File: config.mk
export PLATFORM = sky130hd
export DESIGN_NAME = bias_act_writeback_flat
export DESIGN_NICKNAME = d
export VERILOG_FILES = /design/src/rtl/nn_pkg.sv /design/src/rtl/bias_act_writeback_if.sv /design/src/rtl/act_requant.sv /design/src/rtl/bias_act_writeback.sv /design/src/flat_wrapper.sv
export SDC_FILE = /design/constraint.sdc
export NUM_CORES = 1
export LEC_CHECK = 0
export BUFFER_PORTS_ARGS = -buffer_cell sky130_fd_sc_hd__buf_2
export CORE_MARGIN = 5
export CORE_UTILIZATION = 56
export CTS_CLUSTER_DIAMETER = 200
export DETAILED_ROUTE_END_ITERATION = 10
export GPL_TIMING_DRIVEN = 1
export PLACE_DENSITY = 0.91
export SLEW_MARGIN = 0
export SYNTH_ARGS = -nofsm -noshare
export SYNTH_HDL_FRONTEND = slang
export SYNTH_HIERARCHICAL = 1
export SYNTH_SLANG_ARGS = --single-unit
export TNS_END_PERCENT = 30
File: constraint.sdc
create_clock -name clk -period 5.19 [get_ports clk]
set_input_delay 0.519 -clock clk [delete_from_list [all_inputs] [get_ports clk]]
set_output_delay 0.519 -clock clk [all_outputs]
set_load 0.1 [all_outputs]
File: src/rtl/nn_pkg.sv
// Shared neural-network datapath package.
// Contents:
//   NN_DW, NN_AW, NN_DIMW : default data, address and dimension widths
//   ST_*                  : writeback FSM state encodings
//   saturate()            : clamps a DW+2 bit signed value to DW bits
package nn_pkg;

  localparam int NN_DW   = 32;
  localparam int NN_AW   = 16;
  localparam int NN_DIMW = 10;

  localparam logic [1:0] ST_IDLE  = 2'd0;
  localparam logic [1:0] ST_RUN   = 2'd1;
  localparam logic [1:0] ST_DRAIN = 2'd2;
  localparam logic [1:0] ST_DONE  = 2'd3;

  // The value fits in DW bits exactly when its top three bits agree (the
  // DW-1 sign bit plus the two guard bits). Otherwise clamp toward the
  // sign carried in the MSB.
  function automatic logic [NN_DW-1:0] saturate(input logic signed [NN_DW+1:0] x);
    logic [NN_DW-1:0] res;
    if ((x[NN_DW+1:NN_DW-1] == 3'b000) || (x[NN_DW+1:NN_DW-1] == 3'b111)) begin
      res = x[NN_DW-1:0];
    end else if (x[NN_DW+1]) begin
      res = {1'b1, {(NN_DW-1){1'b0}}};
    end else begin
      res = {1'b0, {(NN_DW-1){1'b1}}};
    end
    return res;
  endfunction

endpackage

File: src/rtl/bias_act_writeback_if.sv
// Bus bundle for bias_act_writeback.
// Members:
//   in_valid/in_addr/in_data  : result write stream from the matmul engine
//   bias_addr/bias_data       : bias memory read port (data one cycle after address)
//   out_we/out_addr/out_data  : activation memory write port
// Modports: slave = the writeback block, master = the surrounding system.
//
// Handshake: both streams are strobe-only, with no ready/backpressure.
// A beat transfers on every rising clock edge where the strobe (in_valid or
// out_we) is 1. The address and data signals are meaningful only on such
// an edge.
interface bias_act_writeback_if import nn_pkg::*; #(
  parameter int DW   = NN_DW,
  parameter int AW   = NN_AW,
  parameter int DIMW = NN_DIMW
);

  logic            in_valid;
  logic [AW-1:0]   in_addr;
  logic [DW-1:0]   in_data;
  logic [DIMW-1:0] bias_addr;
  logic [DW-1:0]   bias_data;
  logic [AW-1:0]   out_addr;
  logic [DW-1:0]   out_data;
  logic            out_we;

  modport slave (
    input  in_valid, in_addr, in_data, bias_data,
    output bias_addr, out_addr, out_data, out_we
  );

  modport master (
    output in_valid, in_addr, in_data, bias_data,
    input  bias_addr, out_addr, out_data, out_we
  );

endinterface

File: src/rtl/act_requant.sv
// Combinational activation and requantisation.
// Ports:
//   i_sum     : DW+1 bit signed biased result
//   i_relu_en : clamp negative sums to zero
//   i_shift   : arithmetic right shift amount, rounding half up
//   o_act     : DW bit signed saturated activation
module act_requant import nn_pkg::*; #(
  parameter int DW = NN_DW
) (
  input  logic signed [DW:0]   i_sum,
  input  logic                 i_relu_en,
  input  logic [4:0]           i_shift,
  output logic [DW-1:0]        o_act
);

  localparam logic signed [DW+1:0] ONE = 1;

  logic signed [DW+1:0] w_relu;
  logic signed [DW+1:0] w_round;
  logic signed [DW+1:0] w_shifted;

  assign w_relu    = (i_relu_en && i_sum[DW]) ? '0 : {i_sum[DW], i_sum};
  // Adding half an LSB before the floor shift gives round-half-up.
  assign w_round   = (i_shift == 5'd0) ? '0 : (ONE << (i_shift - 5'd1));
  assign w_shifted = (w_relu + w_round) >>> i_shift;
  assign o_act     = saturate(w_shifted);

endmodule

File: src/rtl/bias_act_writeback.sv
// Bias-add, activation and writeback stage behind the matmul engine.
// Ports:
//   clk, rst_n        : clock, asynchronous active-low reset
//   start             : pulse that latches m, n, shift, relu_en and arms a run
//   m, n              : output rows and columns (both >= 1)
//   shift, relu_en    : requantisation shift and ReLU enable
//   bus (slave)       : result stream in, bias read port, activation write out
//   done              : level, high from drain completion until the next start
//   seq_err           : sticky, set when in_addr differs from the running count
//   o_dbg_state       : current FSM state, for observation
// Pipeline: S0 captures the element and issues the bias read. S1 adds the
// bias. S2 registers the requantised write. The latency is 3 cycles at one
// element per cycle.
module bias_act_writeback import nn_pkg::*; #(
  parameter int DW   = NN_DW,
  parameter int AW   = NN_AW,
  parameter int DIMW = NN_DIMW
) (
  input  logic            clk,
  input  logic            rst_n,
  input  logic            start,
  input  logic [DIMW-1:0] m,
  input  logic [DIMW-1:0] n,
  input  logic [4:0]      shift,
  input  logic            relu_en,
  bias_act_writeback_if.slave bus,
  output logic            done,
  output logic            seq_err,
  output logic [1:0]      o_dbg_state
);

  localparam int CW = 2 * DIMW;
  localparam logic [DIMW-1:0] ONE_D = 1;
  localparam logic [CW-1:0]   ONE_C = 1;

  logic [1:0]          r_state;
  logic [DIMW-1:0]     r_n;
  logic [CW-1:0]       r_total;
  logic [4:0]          r_shift;
  logic                r_relu;
  logic [DIMW-1:0]     r_col;
  logic [CW-1:0]       r_count;
  logic                r_done;
  logic                r_seq_err;

  logic                r_s0_valid;
  logic [AW-1:0]       r_s0_addr;
  logic [DW-1:0]       r_s0_data;
  logic [DIMW-1:0]     r_bias_addr;
  logic                r_s1_valid;
  logic [AW-1:0]       r_s1_addr;
  logic signed [DW:0]  r_s1_sum;
  logic                r_out_we;
  logic [AW-1:0]       r_out_addr;
  logic [DW-1:0]       r_out_data;

  logic                w_acc;
  logic                w_last;
  logic                w_empty;
  logic signed [DW:0]  w_sum;
  logic [DW-1:0]       w_act;

  // Elements arriving outside RUN are dropped entirely.
  assign w_acc   = (r_state == ST_RUN) && bus.in_valid;
  assign w_last  = (r_count == (r_total - ONE_C));
  assign w_empty = !r_s0_valid && !r_s1_valid;
  // The bias word returned this cycle belongs to the element held in S0.
  assign w_sum   = $signed({r_s0_data[DW-1], r_s0_data})
                 + $signed({bus.bias_data[DW-1], bus.bias_data});

  act_requant #(.DW(DW)) u_requant (
    .i_sum     (r_s1_sum),
    .i_relu_en (r_relu),
    .i_shift   (r_shift),
    .o_act     (w_act)
  );

  always_ff @(posedge clk or negedge rst_n) begin
    if (!rst_n) begin
      r_state   <= ST_IDLE;
      r_n       <= '0;
      r_total   <= '0;
      r_shift   <= '0;
      r_relu    <= 1'b0;
      r_col     <= '0;
      r_count   <= '0;
      r_done    <= 1'b0;
      r_seq_err <= 1'b0;
    end else begin
      case (r_state)
        ST_IDLE, ST_DONE: begin
          if (start) begin
            r_state   <= ST_RUN;
            r_n       <= n;
            r_total   <= CW'(m) * CW'(n);
            r_shift   <= shift;
            r_relu    <= relu_en;
            r_col     <= '0;
            r_count   <= '0;
            r_done    <= 1'b0;
            r_seq_err <= 1'b0;
          end
        end
        ST_RUN: begin
          if (w_acc) begin
            r_col   <= (r_col == (r_n - ONE_D)) ? '0 : r_col + ONE_D;
            r_count <= r_count + ONE_C;
            if (CW'(bus.in_addr) != r_count) r_seq_err <= 1'b1;
            if (w_last) r_state <= ST_DRAIN;
          end
        end
        ST_DRAIN: begin
          if (w_empty) begin
            r_state <= ST_DONE;
            r_done  <= 1'b1;
          end
        end
        default: r_state <= ST_IDLE;
      endcase
    end
  end

  always_ff @(posedge clk or negedge rst_n) begin
    if (!rst_n) begin
      r_s0_valid  <= 1'b0;
      r_s0_addr   <= '0;
      r_s0_data   <= '0;
      r_bias_addr <= '0;
      r_s1_valid  <= 1'b0;
      r_s1_addr   <= '0;
      r_s1_sum    <= '0;
      r_out_we    <= 1'b0;
      r_out_addr  <= '0;
      r_out_data  <= '0;
    end else begin
      r_s0_valid <= w_acc;
      if (w_acc) begin
        r_s0_addr   <= bus.in_addr;
        r_s0_data   <= bus.in_data;
        r_bias_addr <= r_col;
      end
      r_s1_valid <= r_s0_valid;
      if (r_s0_valid) begin
        r_s1_addr <= r_s0_addr;
        r_s1_sum  <= w_sum;
      end
      r_out_we <= r_s1_valid;
      if (r_s1_valid) begin
        r_out_addr <= r_s1_addr;
        r_out_data <= w_act;
      end
    end
  end

  assign bus.bias_addr = r_bias_addr;
  assign bus.out_addr  = r_out_addr;
  assign bus.out_data  = r_out_data;
  assign bus.out_we    = r_out_we;
  assign done          = r_done;
  assign seq_err       = r_seq_err;
  assign o_dbg_state   = r_state;

endmodule

File: src/flat_wrapper.sv
// flat-port wrapper written by rule: the top's interface ports become plain ports
module bias_act_writeback_flat import nn_pkg::*;
#(
  parameter int DW   = NN_DW,
  parameter int AW   = NN_AW,
  parameter int DIMW = NN_DIMW
)
  (clk, rst_n, start, m, n, shift, relu_en, done, seq_err, o_dbg_state, bus_in_valid, bus_in_addr, bus_in_data, bus_bias_data, bus_bias_addr, bus_out_addr, bus_out_data, bus_out_we);
  bias_act_writeback_if #(.DW(DW), .AW(AW), .DIMW(DIMW)) bus_i ();
  input  logic clk;
  input  logic rst_n;
  input  logic start;
  input  logic [DIMW-1:0] m;
  input  logic [DIMW-1:0] n;
  input  logic [4:0] shift;
  input  logic relu_en;
  output logic done;
  output logic seq_err;
  output logic [1:0] o_dbg_state;
  input wire logic [$bits(bus_i.in_valid)-1:0] bus_in_valid;
  input wire logic [$bits(bus_i.in_addr)-1:0] bus_in_addr;
  input wire logic [$bits(bus_i.in_data)-1:0] bus_in_data;
  input wire logic [$bits(bus_i.bias_data)-1:0] bus_bias_data;
  output wire logic [$bits(bus_i.bias_addr)-1:0] bus_bias_addr;
  output wire logic [$bits(bus_i.out_addr)-1:0] bus_out_addr;
  output wire logic [$bits(bus_i.out_data)-1:0] bus_out_data;
  output wire logic [$bits(bus_i.out_we)-1:0] bus_out_we;
  assign bus_i.in_valid = bus_in_valid;
  assign bus_i.in_addr = bus_in_addr;
  assign bus_i.in_data = bus_in_data;
  assign bus_i.bias_data = bus_bias_data;
  assign bus_bias_addr = bus_i.bias_addr;
  assign bus_out_addr = bus_i.out_addr;
  assign bus_out_data = bus_i.out_data;
  assign bus_out_we = bus_i.out_we;
  bias_act_writeback #(.DW(DW), .AW(AW), .DIMW(DIMW)) u_core (.clk(clk), .rst_n(rst_n), .start(start), .m(m), .n(n), .shift(shift), .relu_en(relu_en), .bus(bus_i), .done(done), .seq_err(seq_err), .o_dbg_state(o_dbg_state));
endmodule
Word level (Yosys, flattened, before mapping)
Cells that the tools add are included.
Operators by class
  $add $sub $neg: 7
  multiply operators: 1
  divide/modulo/power cells: 0
  $lt $le $gt $ge: 0
  eq/ne operators: 12
  shift operators: 2
  multiplexer cells: 22
  bitwise operators: 0
  reduce and logical (&&, ||, !) cells: 17
Operators by type and width (number)
  $mux W34: 2
  $mux W32: 2
  $mux W20: 2
  $pmux W20 S2: 1
  $add A34 B34 Y34: 1
  $shl A1 B5 Y34 const A: 1
  $sshr A34 B5 Y34: 1
  $add A32 B32 Y33: 1
  $mux W10: 3
  $add A20 B1 Y20 const B: 1
  $eq A20 B20 Y1: 1
  $mul A10 B10 Y20: 1
  $ne A16 B20 Y1: 1
  $pmux W10 S2: 1
  $sub A20 B1 Y20 const B: 1
  $add A10 B1 Y10 const B: 1
  $eq A10 B10 Y1: 1
  $sub A10 B1 Y10 const B: 1
  $mux W2: 4
  $reduce_and A4 Y1: 2
  $ne A2 B1 Y1 const B: 3
  $pmux W2 S3: 1
  $reduce_and A3 Y1: 2
  $logic_not A5 Y1: 1
  15 further kinds: 25
Word-level totals
  register bits: 228
  latch bits: 0
  bits in writable memories: 0
  bits in read-only memories: 0
  input port bits: 110
  output and inout port bits: 63
  memories kept: 0

Depth between registers and ports, before layout
Gate-level depths: netlist of the first run.
  word-level depth: 8
  depth in mapped cells: 21
  mapped depth without buffers: 20

By module
Netlist of the first run, hierarchy kept.
By module, submodules not included
  bias_act_writeback: instances 1, cells an instance 1416, area each 14955.6 um2, seq. area each 5705.5 um2
  act_requant: instances 1, cells an instance 756, area each 4812.1 um2, seq. area each 0.0 um2

Least setup slack after synthesis of the first run
Ideal clock, no wire load.
  path type: input -> register
  start point: input n[3]
  end point: register u_core.r_total[17]
  library setup time: 135 ps
  data arrival time: 5177 ps
  data required time: 5055 ps
  setup slack: -123 ps
  cell stages on the path: 20
  buffers on the path: 1
  path through: clkbuf_1 > nand2_1 > fa_1 > inv_1 > fa_1 > inv_1 > fa_1 > inv_1 > fa_1 > inv_1 > fa_1 > inv_1 > ha_1 > nor3_1 > o211ai_1 > a311oi_1 > a21oi_1 > a41oi_1 > xor2_1 > o21ai_0
On the way
  longest elaborated chain between the ends: 1
RTL lines
  start, declared: line flat_wrapper.sv:14  | input logic [DIMW-1:0] n;
  $mul A10 B10 Y20: line bias_act_writeback.sv:95  | r_total <= CW'(m) * CW'(n);
  end signal, assigned: line bias_act_writeback.sv:95
  end, declared: line bias_act_writeback.sv:38  | logic [CW-1:0] r_total;
Every way passes these cells.
A chain may end at the register's enable or synchronous reset.

Final worst setup path of the first run
  start point: register u_core.r_shift[0]
  end point: register u_core.r_out_data[2] (netlist: u_core/bus.out_data[2])
On the way
  longest elaborated chain between the ends: 8
  elaborated cells between the ends (all ways): 11
RTL lines
  start, declared: line bias_act_writeback.sv:39  | logic [4:0] r_shift;
  start signal, assigned: line bias_act_writeback.sv:96  | r_shift <= shift;
  $sub A5 B1 Y5: line act_requant.sv:24  | assign w_round = (i_shift == 5'd0) ? '0 : (ONE << (i_shift - 5'd1));
  $shl A1 B5 Y34: line act_requant.sv:24
  $mux W34: line act_requant.sv:24
  $add A34 B34 Y34: line act_requant.sv:25  | assign w_shifted = (w_relu + w_round) >>> i_shift;
  $sshr A34 B5 Y34 (*): line act_requant.sv:25
  $eq A3 B3 Y1 / $logic_not A3 Y1 (equally long branches): line nn_pkg.sv:22  | if ((x[NN_DW+1:NN_DW-1] == 3'b000) || (x[NN_DW+1:NN_DW-1] == 3'b111)) begin
  $logic_or A1 B1 Y1: line nn_pkg.sv:22
  $mux W32 (*): line nn_pkg.sv:22
  net u_core.w_act[2]: line bias_act_writeback.sv:61  | logic [DW-1:0] w_act;
  end signal, assigned: line bias_act_writeback.sv:150  | r_out_data <= w_act;
  end, declared: line bias_act_writeback.sv:55  | logic [DW-1:0] r_out_data;
The timed path passes the listed nets; every way through them passes the cells marked *.

==> results of run 1 <==
repair_timing:
action                     CTS  global route
hold endpoints to repair    17             0
gates resized for setup      0            18
setup endpoints to repair    0            31
hold buffers                 1             0
critical path, cell delays in order, from the launching register on:
cell	delay (ns)
dfrtp_1	0.35
clkinv_1	0.08
nand2_1	0.12
inv_1	0.10
ha_2	0.44
nand2_1	0.13
buf_4	0.17
nor2_1	0.16
ha_1	0.28
buf_4	0.18
o21ai_0	0.29
o21ai_0	0.20
a32oi_1	0.43
a311oi_1	0.14
and3b_1	0.34
mux2_2	0.37
a211oi_1	0.26
buf_4	0.18
nand2_1	0.06
a21oi_1	0.30
a2bb2oi_1	0.25
mux2_2	0.18
metal layers:
| layer | wire length (um) | share of wire, % | track usage [%] |
|---|---|---|---|
| met1 | 24800 | 41 | 40.3 |
| met2 | 28600 | 48 | 50.2 |
| met3 | 4460 | 7.4 | 3.95 |
| met4 | 2300 | 3.8 | 11.3 |
| met5 | 0 | 0 | 0 |
final timing paths:
path	from	endpoint	slack [ns]
max	u_core/r_shift[0]	u_core/bus.out_data[2]	0.11
min	bus_in_data[18]	u_core/r_s0_data[18]	0.18
max reg2reg	u_core/r_shift[0]	u_core/bus.out_data[2]	0.11
min reg2reg	u_core/bus.bias_addr[9]	u_core/bus.bias_addr[9]	0.49
max in group asynchronous	rst_n	u_core/r_s1_valid	3.60
min in group asynchronous	rst_n	u_core/r_s1_sum[15]	0.53
flip-flops by register name (all words and copies together) (netlist names), 5 cells and up:
name,cells
u_core/r_s1_sum,33
u_core/bus.out_data,32
u_core/r_s0_data,32
u_core/r_count,20
u_core/r_total,20
u_core/bus.out_addr,16
u_core/r_s0_addr,16
u_core/r_s1_addr,16
u_core/bus.bias_addr,10
u_core/r_col,10
u_core/r_n,10
u_core/r_shift,5
cell usage in the layout, fill, tap and decap left out, types with 68 or more instances in the layout:
cell,instances
and2_1,105
buf_4,115
a21oi_1,105
nand2_1,178
ha_1,127
nor2_1,145
mux2_2,164
dfrtp_1,226
xnor2_1,68
inv_1,105
o21ai_0,116
buf_2,171
kinds of logic after synthesis:
| logic type | count (synthesis) | share of synthesized area [%] |
|---|---|---|
| AO/OA/AOI/OAI | 494 | 16.7 |
| XOR/XNOR | 128 | 5.67 |
| adder cells (fa/ha/maj) | 192 | 14.6 |
| buffers and inverters | 221 | 4.30 |
| flip-flops | 228 | 28.9 |
| multiplexers | 208 | 11.9 |
| AND/OR/NAND/NOR | 701 | 18.0 |
where the power goes:
part | leakage, nW | internal (mW) | total (mW) | switching (mW)
Combinational | 7.26 | 4.34 | 11.8 | 7.49
Sequential | 2.82 | 2.55 | 3.14 | 0.597
Clock | 0.448 | 1.13 | 1.93 | 0.795
Total | 10.5 | 8.02 | 16.9 | 8.89
final cells by class:
cell class | instances | area, um2 | area share [%]
clock inverters | 18 | 200 | 0.883
inverters | 108 | 405 | 1.79
multi-input cells | 1723 | 13300 | 58.7
diodes | 2 | 5.00 | 0.0221
well taps | 455 | 569 | 2.51
clock buffers | 30 | 706 | 3.11
repair buffers | 290 | 1780 | 7.84
flip-flops and latches | 228 | 5710 | 25.2
==> results.sh, run 1 <==
export IMPL_synthArstFlopShare_pct=100
export IMPL_ys_seq_elements=228
export IMPL_whs_path_depth=2
export IMPL_postLayoutCellArea_um2=22700
export IMPL_placed_area_um2=21700
export IMPL_fp_row_count=68
export IMPL_drt_first_pass_iters=8
export IMPL_htree_levels=1
export IMPL_maxCapViolations=0
export IMPL_hp_class="input pin to register"
export IMPL_ys_types=99
export IMPL_synth_area_um2=19800
export IMPL_gp_congestion=0.993
export IMPL_post_cts_buffers=0
export IMPL_final_nets=2679
export IMPL_cp_end_kind="register"
export IMPL_min_period_ns=5.08
export IMPL_wl_um=60100
export IMPL_worstSetupPathType="register to register"
export IMPL_die_h_um=198
export IMPL_worst_pin_slew_ns=1.24
export IMPL_rsz0062_at_grt="no"
export IMPL_synth_edff_count=0
export IMPL_yosys_top_cells_count="228 x dfrtp_1, 183 x nand2_1, 164 x mux2_2, 147 x nor2_1, 128 x ha_1"
export IMPL_clkTransAtPathRegs_ns=0.07
export IMPL_utilization_pct=65.3
export IMPL_p_leak_nw=10.5
export IMPL_synth_area_per_cell_um2=9.10
export IMPL_wl_per_cell_um=21.1
export IMPL_cp_max_fo=6
export IMPL_setup_tns_ns=0
export IMPL_grtUsageTotal_pct=30.1
export IMPL_grt_pass1_vias=18288
export IMPL_clockBufferDepth=3
export IMPL_yosysTopAreaCell="dfrtp_1"
export IMPL_power_density_nw_per_um2=746
export IMPL_startpoint_type="register"
export IMPL_peakVddDrop_uv=884
export IMPL_hold_violations=0
export IMPL_r2r_cells=21
export IMPL_max_freq_mhz=197
export IMPL_status="completed"
export IMPL_hpwl_um=46200
export IMPL_dp_cells=2802
export IMPL_arrival_ns=5.59
export IMPL_grt_pass1_wl_um=96500
export IMPL_maxSlewViolCount=0
export IMPL_yosysWarnings=6
export IMPL_fin_ws_ns=0.112
export IMPL_final_cell_count_no_fill=2854
export IMPL_ys_flop_type="dfrtp_1"
export IMPL_drive_gt1_share_pct=23.4
export IMPL_synth_most_common_cell="dfrtp_1"
export IMPL_netlist_instances=2172
export IMPL_fin_worst_skew_ns=0.0420
export IMPL_io_pins=173
export IMPL_antenna_found_initial=3
export IMPL_antenna_left=0
export IMPL_cts_root_buffer="clkbuf_16"
export IMPL_area_growth_pct=14.6
export IMPL_syn_nets=2474
export IMPL_post_place_ws_ns=-0.225
export IMPL_drt_iter0_drc=1638
export IMPL_io_buffer_count=172
export IMPL_grt_max_degree=105
export IMPL_fillers=2733
export IMPL_synthDominantCellAreaShare_pct=28.9
export IMPL_via_per_inst=6.35
export IMPL_clock_latency_ns=0.57
export IMPL_min_period_over_period_pct=97.8
export IMPL_power_total_mw=16.9
export IMPL_setup_viol=0
export IMPL_dieArea_um2=39200
export IMPL_tritoncts="done"
export IMPL_drc=0
export IMPL_synth_seq_area_share_pct=28.9
export IMPL_cts_buffers=26
export IMPL_vias=18134
export IMPL_whs_ns=0.175
export IMPL_placeableCoreArea_um2=34700
export IMPL_grt_ovfl_total=0
export IMPL_start_util_pct=56.9
export IMPL_yosys_top_cells_area="dfrtp_1 29%, mux2_2 9.3%, ha_1 8.1%, fa_1 6.5%, nand2_1 3.5%"
export IMPL_cts_sinks=228
export IMPL_die_width_um=198
export IMPL_relSlewSlack_pct=16.6
export IMPL_cp_required_ns=5.70
Power figures use the tool's default switching activity.
==> inputs of run 2 (changes only) <==
--- a/config.mk
+++ b/config.mk
@@ -7,11 +7,11 @@
 export LEC_CHECK = 0
 export BUFFER_PORTS_ARGS = -buffer_cell sky130_fd_sc_hd__buf_2
 export CORE_MARGIN = 5
-export CORE_UTILIZATION = 56
+export CORE_UTILIZATION = 62
 export CTS_CLUSTER_DIAMETER = 200
 export DETAILED_ROUTE_END_ITERATION = 10
 export GPL_TIMING_DRIVEN = 1
-export PLACE_DENSITY = 0.91
+export PLACE_DENSITY = 0.94
 export SLEW_MARGIN = 0
 export SYNTH_ARGS = -nofsm -noshare
 export SYNTH_HDL_FRONTEND = slang
==> constraint.sdc (replaced) <==
create_clock -name clk -period 5.4 [get_ports clk]
set_input_delay 0.54 -clock clk [delete_from_list [all_inputs] [get_ports clk]]
set_output_delay 0.54 -clock clk [all_outputs]
set_load 0.1 [all_outputs]
==> run 2 against run 1 <==
- count of clock-buffer cells in the layout grew 1
- sequential cell count is the same
- clock power is essentially flat
- global-route usage grew 2.3 points
- die area shrank 9.2%
- setup slack gained 0.089 ns
- design area shrank 2.1%
- critical path depth shrank 3
- highest routed layer is now met5
- register-to-register slack gained 0.09 ns
- the run now ends with negative hold slack left
- routed wire length shrank 1.8%
- fmax shrank 2.3%
==> results.sh, run 2 (synthesis results as in run 1) <==
export IMPL_p_int_mw=7.51
export IMPL_die_width_um=189
export IMPL_violations="negative hold slack"
export IMPL_setup_tns_ns=0
export IMPL_cts_root_buffer="clkbuf_16"
export IMPL_final_cell_count_no_fill=2737
export IMPL_arrival_ns=5.62
export IMPL_endpoint="u_core/bus.out_data[8]"
export IMPL_swShare_pct=52.6
export IMPL_clkTransAtPathRegs_ns=0.06
export IMPL_dp_cells=2689
export IMPL_tritoncts="done"
export IMPL_hold_violations=1
export IMPL_drc=0
export IMPL_io_buffer_count=172
export IMPL_power_density_nw_per_um2=714
export IMPL_worst_pin_slew_ns=1.27
export IMPL_via_per_inst=6.59
export IMPL_gp_congestion=1.06
export IMPL_regMostFlops="u_core/r_s1_sum"
export IMPL_layout_commonest_cell="dfrtp_1"
export IMPL_wl_um=59000
export IMPL_io_pins=173
export IMPL_relSlewSlack_pct=15.0
export IMPL_cp_required_ns=5.82
export IMPL_r2r_cells=18
export IMPL_pwr_share_seq_pct=19.3
export IMPL_clockBufferDepth=3
export IMPL_cp_end_kind="register"
export IMPL_pwr_share_clk_pct=12.3
export IMPL_start_util_pct=62.6
export IMPL_hpwl_um=44500
export IMPL_max_freq_mhz=192
export IMPL_grt_pass1_wl_um=95500
export IMPL_status="finished, violations left"
export IMPL_die_h_um=189
export IMPL_final_nets=2617
export IMPL_grtUsageTotal_pct=32.5
export IMPL_hp_class="input pin to async pin"
export IMPL_cp_max_fo=9
export IMPL_rrSetupSlack_ns=0.20
export IMPL_fin_worst_skew_ns=0.0140
export IMPL_worstSetupPathType="register to register"
export IMPL_p_leak_nw=10.3
export IMPL_startpoint_type="register"
export IMPL_grt_pass1_vias=18010
export IMPL_largest_reg_flops=33
export IMPL_r2r_end="u_core/bus.out_data[8]"
export IMPL_cts_sinks=228
export IMPL_min_period_over_period_pct=96.3
export IMPL_grt_max_degree=133
export IMPL_wl_per_cell_um=21.6
export IMPL_placeableCoreArea_um2=31600
export IMPL_cp_startpoint="u_core/r_shift[0]"
export IMPL_whs_ns=-0.0208
export IMPL_clock_latency_ns=0.54
export IMPL_dieArea_um2=35600
export IMPL_power_total_mw=15.9
export IMPL_drive_gt1_share_pct=21.4
export IMPL_setup_viol=0
export IMPL_vias=18036
export IMPL_antenna_found_initial=3
export IMPL_power_frac_comb_pct=68.4
export IMPL_drt_first_pass_iters=7
export IMPL_final_cell_mix="226 x dfrtp_1, 179 x nand2_1, 171 x buf_2, 164 x mux2_2, 146 x nor2_1"
export IMPL_drt_iter0_drc=2027
export IMPL_grt_ovfl_total=0
export IMPL_peakVddDrop_uv=441
export IMPL_htree_levels=1
export IMPL_p_sw_mw=8.34
export IMPL_cts_hold_buf=0
export IMPL_r2r_start="u_core/r_shift[0]"
export IMPL_cts_buffers=25
export IMPL_antenna_left=0
export IMPL_fp_row_count=65
export IMPL_maxCapViolations=0
export IMPL_rsz0062_at_grt="no"
export IMPL_area_growth_pct=12.2
export IMPL_min_period_ns=5.20
export IMPL_maxSlewViolCount=0
run 2: changes by cell type in the layout (fill, tap and decap cells not counted), moves of 2 or more:
cell,previous run,this run
a21oi_2,5,3
a32oi_1,4,2
a32oi_2,0,2
buf_4,115,56
bufinv_16,3,6
clkinv_2,7,2
run 2: how the worst min path moves through the flow:
stage                              end  cells after the start  slack [ns]                 from
2_1_floorplan  u_core/bus.bias_addr[0]                      0        0.24                rst_n
3_3_place_gp       u_core/r_s1_sum[21]                      2        0.46  u_core/r_s1_sum[21]
3_5_place_dp       u_core/r_s1_sum[27]                      2        0.46  u_core/r_s1_sum[27]
4_1_cts            u_core/r_s1_sum[18]                      1        0.01                rst_n
5_1_grt            u_core/r_s1_sum[18]                      1        0.04                rst_n
6_report           u_core/r_s1_sum[18]                      1       -0.02                rst_n
run 2: per-layer routing:
layer  track usage, %  vias up  part of all wire [%]
met5                0        -                 0.022
met3             5.59      202                   8.1
met4             12.5        2                   4.4
met2             55.1      993                    48
li1                 -     8100                     -
met1             41.8     8739                    39
run 2: critical path, cell delays in order (launching register included):
cell and delay (ns):
dfrtp_1 0.36, clkinv_1 0.10, nand2_1 0.13, inv_1 0.15, ha_1 0.45, nand2_1 0.20
nor2_1 0.19, ha_1 0.33, a21oi_1 0.28, o21ai_0 0.25, a32oi_2 0.33, a21boi_1 0.17
or4_1 0.63, o211a_1 0.30, mux2i_4 0.22, nand2_2 0.19, and3_4 0.26, a221o_1 0.28
mux2_2 0.26
run 2: final cells by class:
cell class,count,area (um2)
multi-input cells,1723,13300
fillers,2377,9370
flip-flops and latches,228,5710
repair buffers,229,1310
clock buffers,31,698
well taps,402,503
inverters,108,405
clock inverters,14,240
diodes,2,5.00
run 2: metrics by stage:
step	cell area [um2]	utilization (%)	setup slack, ns
2_1_floorplan	19800	-	0.0664
3_3_place_gp	21100	67.0	0.110
3_5_place_dp	21100	67.0	-0.0202
4_1_cts	22100	70.0	0.145
5_1_grt	22200	70.3	0.0135
6_report	22200	70.3	0.201
run 2: timing repair:
| action | in CTS | in global routing |
|---|---|---|
| setup endpoints to repair | 0 | 28 |
| gates resized for setup | 0 | 20 |
| setup buffers | 0 | 1 |
run 2: power groups by stage:
stage                     Clock, mW  Combinational [mW]  Sequential, mW
final                          1.94                10.8            3.06
after global routing           2.05                11.6            3.15
after CTS                      1.97                10.5            3.04
after detailed placement          0                10.4            3.06
after global placement            0                10.2            3.01
after floorplan                   0                6.65            4.21
